### src/rtl/wb_loader_regs.sv
// Wishbone register block between the management SoC and the jacaranda-8 core.
// Provides the instruction-memory write port, the UART frequency, CPU reset control, status and scratch registers.
module wb_loader_regs #(
    parameter logic [31:0] BASE_ADDR     = 32'h3000_0000,
    parameter int unsigned IMEM_AW       = 8,
    parameter int unsigned IMEM_DW       = 8,
    parameter int unsigned NUM_SCRATCH   = 2,
    parameter logic [31:0] UART_FREQ_RST = 32'd50_000_000,
    parameter logic        CPU_RST_INIT  = 1'b1
) (
    input  logic               wb_clk_i,
    input  logic               wb_rst_i,
    input  logic               wbs_stb_i,
    input  logic               wbs_cyc_i,
    input  logic               wbs_we_i,
    input  logic [3:0]         wbs_sel_i,
    input  logic [31:0]        wbs_adr_i,
    input  logic [31:0]        wbs_dat_i,
    output logic               wbs_ack_o,
    output logic [31:0]        wbs_dat_o,
    output logic [IMEM_AW-1:0] instr_mem_addr,
    output logic [IMEM_DW-1:0] instr_mem_data,
    output logic               instr_mem_en,
    output logic [31:0]        uart_freq,
    output logic               cpu_rst_o
);

    localparam int unsigned SCR_N = (NUM_SCRATCH == 0) ? 1 : NUM_SCRATCH;

    localparam logic [5:0] OFF_DIRECT = 6'h00;
    localparam logic [5:0] OFF_UART   = 6'h01;
    localparam logic [5:0] OFF_PTR    = 6'h02;
    localparam logic [5:0] OFF_STREAM = 6'h03;
    localparam logic [5:0] OFF_CTRL   = 6'h04;
    localparam logic [5:0] OFF_STATUS = 6'h05;
    localparam logic [5:0] OFF_SCR0   = 6'h06;

    localparam logic [15:0] CNT_MAX = 16'hFFFF;

    logic [IMEM_AW-1:0] ptr;
    logic [15:0]        cnt;
    logic               autoinc;
    logic [31:0]        scratch [SCR_N];

    logic               accept;
    logic               hit;
    logic               wr_en;
    logic [5:0]         offset;
    logic [SCR_N-1:0]   scr_sel;
    logic [31:0]        rdata;
    logic               unused_bits;

    // A new request is taken only while ack is low, which spaces transfers two cycles apart.
    assign accept      = wbs_cyc_i & wbs_stb_i & ~wbs_ack_o;
    assign hit         = (wbs_adr_i[31:8] == BASE_ADDR[31:8]);
    assign offset      = wbs_adr_i[7:2];
    assign wr_en       = accept & hit & wbs_we_i;
    assign unused_bits = ^wbs_adr_i[1:0];

    function automatic logic [31:0] merge_lanes(input logic [31:0] cur,
                                                input logic [31:0] wdat,
                                                input logic [3:0]  sel);
        logic [31:0] res;
        res = cur;
        for (int b = 0; b < 4; b++) begin
            if (sel[b]) begin
                res[8*b +: 8] = wdat[8*b +: 8];
            end
        end
        return res;
    endfunction

    // Scratch slots that exist and match the current offset.
    always_comb begin
        scr_sel = '0;
        for (int unsigned i = 0; i < SCR_N; i++) begin
            scr_sel[i] = (i < NUM_SCRATCH) && (offset == 6'(32'(OFF_SCR0) + i));
        end
    end

    // Readback mux; write-only, unmapped and missed addresses read as zero.
    always_comb begin
        rdata = '0;
        if (hit) begin
            case (offset)
                OFF_UART:   rdata = uart_freq;
                OFF_PTR:    rdata = 32'(ptr);
                OFF_CTRL:   rdata = {30'd0, autoinc, cpu_rst_o};
                OFF_STATUS: rdata = {16'(ptr), cnt};
                default: begin
                    for (int unsigned i = 0; i < SCR_N; i++) begin
                        if (scr_sel[i]) begin
                            rdata = scratch[i];
                        end
                    end
                end
            endcase
        end
    end

    always_ff @(posedge wb_clk_i) begin
        if (wb_rst_i) begin
            wbs_ack_o      <= 1'b0;
            wbs_dat_o      <= '0;
            instr_mem_addr <= '0;
            instr_mem_data <= '0;
            instr_mem_en   <= 1'b0;
            uart_freq      <= UART_FREQ_RST;
            cpu_rst_o      <= CPU_RST_INIT;
            ptr            <= '0;
            cnt            <= '0;
            autoinc        <= 1'b1;
            for (int unsigned i = 0; i < SCR_N; i++) begin
                scratch[i] <= '0;
            end
        end else begin
            wbs_ack_o    <= accept;
            wbs_dat_o    <= (accept && !wbs_we_i) ? rdata : 32'd0;
            instr_mem_en <= 1'b0;
            if (wr_en) begin
                case (offset)
                    OFF_DIRECT: begin
                        instr_mem_addr <= wbs_dat_i[IMEM_DW+IMEM_AW-1:IMEM_DW];
                        instr_mem_data <= wbs_dat_i[IMEM_DW-1:0];
                        instr_mem_en   <= 1'b1;
                        if (cnt != CNT_MAX) begin
                            cnt <= cnt + 16'd1;
                        end
                    end
                    OFF_UART: begin
                        uart_freq <= merge_lanes(uart_freq, wbs_dat_i, wbs_sel_i);
                    end
                    OFF_PTR: begin
                        if (wbs_sel_i[0]) begin
                            ptr <= wbs_dat_i[IMEM_AW-1:0];
                        end
                    end
                    OFF_STREAM: begin
                        instr_mem_addr <= ptr;
                        instr_mem_data <= wbs_dat_i[IMEM_DW-1:0];
                        instr_mem_en   <= 1'b1;
                        // Pointer wraps silently at 2^IMEM_AW.
                        if (autoinc) begin
                            ptr <= ptr + IMEM_AW'(1);
                        end
                        if (cnt != CNT_MAX) begin
                            cnt <= cnt + 16'd1;
                        end
                    end
                    OFF_CTRL: begin
                        if (wbs_sel_i[0]) begin
                            cpu_rst_o <= wbs_dat_i[0];
                            autoinc   <= wbs_dat_i[1];
                        end
                    end
                    default: begin
                        for (int unsigned i = 0; i < SCR_N; i++) begin
                            if (scr_sel[i]) begin
                                scratch[i] <= merge_lanes(scratch[i], wbs_dat_i, wbs_sel_i);
                            end
                        end
                    end
                endcase
            end
        end
    end

endmodule

### config.mk
export PLATFORM = sky130hd
export DESIGN_NAME = wb_loader_regs
export DESIGN_NICKNAME = d
export VERILOG_FILES = /design/src/rtl/wb_loader_regs.sv
export SDC_FILE = /design/constraint.sdc
export NUM_CORES = 1
export LEC_CHECK = 0
export ABC_AREA = 0
export BUFFER_PORTS_ARGS = -buffer_cell sky130_fd_sc_hd__buf_4
export CELL_PAD_IN_SITES_DETAIL_PLACEMENT = 0
export CELL_PAD_IN_SITES_GLOBAL_PLACEMENT = 1
export CORE_MARGIN = 2
export CORE_UTILIZATION = 45
export DETAILED_ROUTE_END_ITERATION = 10
export PLACE_DENSITY_LB_ADDON = 0.1
export SLEW_MARGIN = 20
export SYNTH_ARGS = -nofsm -noshare
export SYNTH_HDL_FRONTEND = slang
export SYNTH_SLANG_ARGS = --single-unit
### constraint.sdc
create_clock -name wb_clk_i -period 6.45 [get_ports wb_clk_i]
set_input_delay 0.645 -clock wb_clk_i [delete_from_list [all_inputs] [get_ports wb_clk_i]]
set_output_delay 0.645 -clock wb_clk_i [all_outputs]
set_load 0.005 [all_outputs]
After elaboration in Yosys (flattened, before gate mapping):

Memories as Yosys holds them, arrays and structs flattened.
Cells that the tools add are included.

* bits in registers: 108
* memory bits (writable): 64
* input port bits: 73
* output and inout bits: 83
* logic and storage cells: 117
* memories: 1

* $add $sub $neg: 2
* equal/unequal tests: 11
* muxes and demuxes: 62
* bitwise gates (word level): 10
* reduce and logical (&&, ||, !) cells: 18

Memory list
* scratch: depth 2, bits a word 32, rd ports 2, clocked after Yosys merged registers in 0, wr ports 2, RTL line 43 `logic [31:0] scratch [SCR_N];`

Operators with widths (number)
* 2-to-1 mux 8 bit: 42
* 2-to-1 mux 32 bit: 4
* one-hot mux 32 bit (4 select lines): 1
* one-hot mux 8 bit (2 select lines): 2
* equality test 24 x 22 -> 1 bit (second input constant): 1
* equality test 6 x 3 -> 1 bit (second input constant): 4
* AND reduction 3 bit: 6
* adder 16 x 1 -> 16 bit (second input constant): 1
* inequality test 16 bit (second input constant): 1
* 2-to-1 mux 1 bit: 13
* equality test 6 x 2 -> 1 bit (second input constant): 2
* adder 8 x 1 -> 8 bit (second input constant): 1
* equality test 6 x 1 -> 1 bit (second input constant): 1
* zero test 6 bit: 1
* OR reduction 5 bit: 1
* AND 1 bit: 4
* inequality test 2 bit (second input constant): 2
* inverter 1 bit: 4
* AND reduction 2 bit: 2
* AND reduction 4 bit: 1
* nonzero test 2 bit: 2
* OR reduction 2 bit: 2
* OR reduction 3 bit: 1
* bitwise OR 1 bit: 2
* other kinds (2): 2

Depth between registers and ports, before layout:

* depth in word-level cells: 8
* gate-level depth with buffers: 8
* mapped depth without buffers: 6

Worst setup path before layout:

Ideal clock, no wire load.

* path kind: input-to-reg
* from: in wbs_adr_i[27]
* to: mem scratch[0][0] (enable)
* library setup time: 0.326 ns
* arrival time: 2.274 ns
* data required time: 6.124 ns
* setup slack: 3.850 ns
* stages: 5
* buffers on the path: 0
* cells stage by stage: nor4b_4 > nand4_4 > or3_2 > nor3_1 > a21o_1

RTL lines
* start, declared: RTL line 17 `input logic [31:0] wbs_adr_i,`
* end, declared: RTL line 43

==> run_results.csv <==
group,metric,value,unit
setup_path,slowest_delay,0.83,ns
routing,viasPerCell,5.65,
placement,detailed_place_hpwl,13.9,mm
die,io_pins,156,
timing,rsz0062_at_grt,"no",
yosys,synth-seq-cells,172,
timing,tns,0,ns
pwr,power.leakage,3.52,nW
cells_and_area,area_growth,24.0,%
placement,placed_area,8730,um^2
yosys,yosysWarnings,0,
grt,grt_pass1_vias,5940,
timing,finalCriticalPeriod,3.32,ns
hold_path,hold_path.class,"primary input to flop",
pwr,powerDensity,242,nW/um^2
setup_path,cp.required,6.54,ns
clock_network,insertion_delay,0.43,ns
yosys,synth_top_cell_by_area,"dfxtp_1",
setup_path,crit_slowest_cell,"nor4b_1",
yosys,synth_edf_count,64,
cells_and_area,antenna_cells,0,
yosys,avgSynthCellArea,10.2,um^2
yosys,synth_fp_nets,807,
clock_network,clockBufferDepth,2,
setup_path,cp_max_fo,11,
timing,max_freq,0.301,GHz
status,status,"finished, final reports clean",
cells_and_area,drive_above_1_share,26.4,%
routing,vias,6174,
clock_network,cts.sinks,172,
routing,drt_iter0_drc,494,
placement,routabilityCongestion,0.819,
grt,grt_overflow_total,0,
clock_network,cts_hold_buf,0,
setup_path,critical_path_class,"primary input to flop",
die,die_w,133,um
die,dieArea,17700,um^2
yosys,yosysTopAreaCellShare,28.9,%
clock_network,clk_pin_slew_worst_paths,0.06,ns
clock_network,clockRootBuffer,"clkbuf_16",
die,start_util,45.6,%
timing,setup_violations,0,
cells_and_area,multi_input_area,3150,um^2
clock_network,cts-resized-gates,0,
placement,port_buffers,153,
grt,grt_usage,23.6,%
yosys,netlist_top_cells_count,"113 x nor2_1, 108 x dfxtp_1, 68 x a21oi_1, 64 x edfxtp_1, 52 x nand2_1",
grt,grt_antenna_before_repair,0,
timing,hold_viol_final,0,
timing,tightest_slew,1.09,ns
die,dieHeight,133,um
cells_and_area,seq_area,4080,um^2
routing,wire_per_inst,18.9,um
setup_path,end_kind,"flop",
yosys,synth-seq-area-share,54.6,%
yosys,synthesis.area,7490,um^2
timing,finalCritPeriodShare,51.5,%
grt,grt_max_degree,101,
setup_path,cp_data_arrival_time,3.41,ns
flow_run,cap_violations,0,
clock_network,cts_buffers,17,
grt,grt_pass1_wl,32.1,mm
yosys,synth_ff_type,"dfxtp_1",
die,core_area,16400,um^2
cells_and_area,fillCellCount,1465,
timing,slew_headroom,27.0,%
clock_network,cts_tree,"built",
timing,finClkSkew,0.00757,ns
routing,dr.pass1.iters,5,
yosys,ys_types,58,
die,row_count,47,
clock_network,cts_setup_buffers,0,
pwr,peakVddDrop,179,uV
cells_and_area,nets,934,
timing,drv_slew,0,
yosys,yosys-top-cells-area,"dfxtp_1 29%, edfxtp_1 26%, nor2_1 5.7%, a21oi_1 4.5%, mux2_2 3.9%",
routing,detail_route.wirelength,20.6,mm
setup_path,worstPathCellList,"buf_4 -> nor4b_1 -> nand2_1 -> nor3_1 -> a21o_1",
yosys,synth.most_common_cell,"nor2_1",
setup_path,cp-start-kind,"primary input",
cells_and_area,final_area,9290,um^2
clock_network,cts_max_level,4,
yosys,synthArstFlopShare,0,%
routing,drc_errors,0,
routing,ant_nets,0,
yosys,synth_cells,732,
power breakdown:
part | internal [mW] | total, mW | switching, mW | leakage (nW)
clock | 0.568 | 0.988 | 0.420 | 0.257
sequential | 1.14 | 1.14 | 0.00406 | 1.52
combinational | 0.0532 | 0.121 | 0.0674 | 1.75
path summary, 6_finish.rpt:
check / from / endpoint / slack (ns) / cells after the start
worst min register to register: instr_mem_data[1] / instr_mem_data[1] / 0.46 / 2
worst min-delay path: wb_rst_i / wbs_ack_o / 0.39 / 2
worst max register to register: wbs_ack_o / scratch[0][47] / 3.75 / 4
worst max-delay path: wbs_adr_i[7] / scratch[0][47] / 3.13 / 5
per-layer routing:
layer / track usage, % / vias to the layer above / part of all wire, % / wire, um
met2: 39.6 / 262 / 48 / 10000
met4: 7.71 / 0 / 1.8 / 375
met1: 30.8 / 2974 / 43 / 8800
li1: - / 2913 / - / -
met3: 4.71 / 25 / 7.0 / 1450
met5: 0 / - / 0 / 0
critical path: cells and delay by family:
family,cells,cell delay (ns)
AOI/OAI and AO/OA,1,0.47
buffers and inverters,1,0.12
and+or+nand+nor,3,2.18
placed cells by master, fill, tap and decap left out, types with 5 or more instances in the layout:
| master | n |
|---|---|
| and2_1 | 32 |
| buf_4 | 159 |
| a21o_1 | 9 |
| clkbuf_16 | 17 |
| nand4_1 | 9 |
| a21oi_1 | 68 |
| mux2_2 | 26 |
| inv_1 | 5 |
| mux2i_1 | 28 |
| dfxtp_1 | 108 |
| or3_1 | 5 |
| nor2b_1 | 5 |
| nand2_1 | 52 |
| nand3_1 | 15 |
| nor2_1 | 113 |
| edfxtp_1 | 64 |
| or4_1 | 5 |
| nor4_1 | 6 |
| o31ai_1 | 5 |
| o21ai_0 | 10 |
| a311oi_1 | 8 |
| a221oi_1 | 6 |
| nor3_1 | 24 |
| a22oi_1 | 24 |
flip-flops by register name (all words and copies together), names as in the netlist:
register	cells
scratch	64
uart_freq	32
wbs_dat_o	32
cnt	16
instr_mem_addr	8
instr_mem_data	8
ptr	8
autoinc	1
cpu_rst_o	1
instr_mem_en	1
wbs_ack_o	1
cell families (layout without fill, tap and decap cells):
group                      Yosys count  in the layout  synth area share, %
and+or+nand+nor                    301            301                 21.2
adders and majority gates            2              2                0.334
buffers and inverters               56            196                 3.39
AOI/OAI and AO/OA                  145            145                 12.2
DFF                                172            172                 54.6
muxes                               56             56                 8.26
metrics by stage:
step / std cells / hold slack, ns / util (%) / setup slack, ns / total power [mW]
6_report: 1092 / 0.390 / 56.6 / 3.13 / 2.25
5_1_grt: 1092 / 0.387 / 56.6 / 3.05 / 2.32
4_1_cts: 1092 / 0.373 / 56.6 / 3.29 / 2.27
3_5_place_dp: 1060 / 0.446 / 53.2 / 2.85 / 1.29
3_3_place_gp: 1060 / 0.439 / 53.2 / 2.91 / 1.28
2_1_floorplan: 732 / 0.443 / - / 3.85 / 1.22
final cells by class:
class	instances	area share, %
Timing Repair Buffer	159	12.9
Multi-Input combinational cell	504	34.0
Tap cell	220	2.96
Clock buffer	21	4.74
Inverter	5	0.202
Clock inverter	11	1.28
Sequential cell	172	44.0
Note: power is estimated with default switching activity, not from simulation.
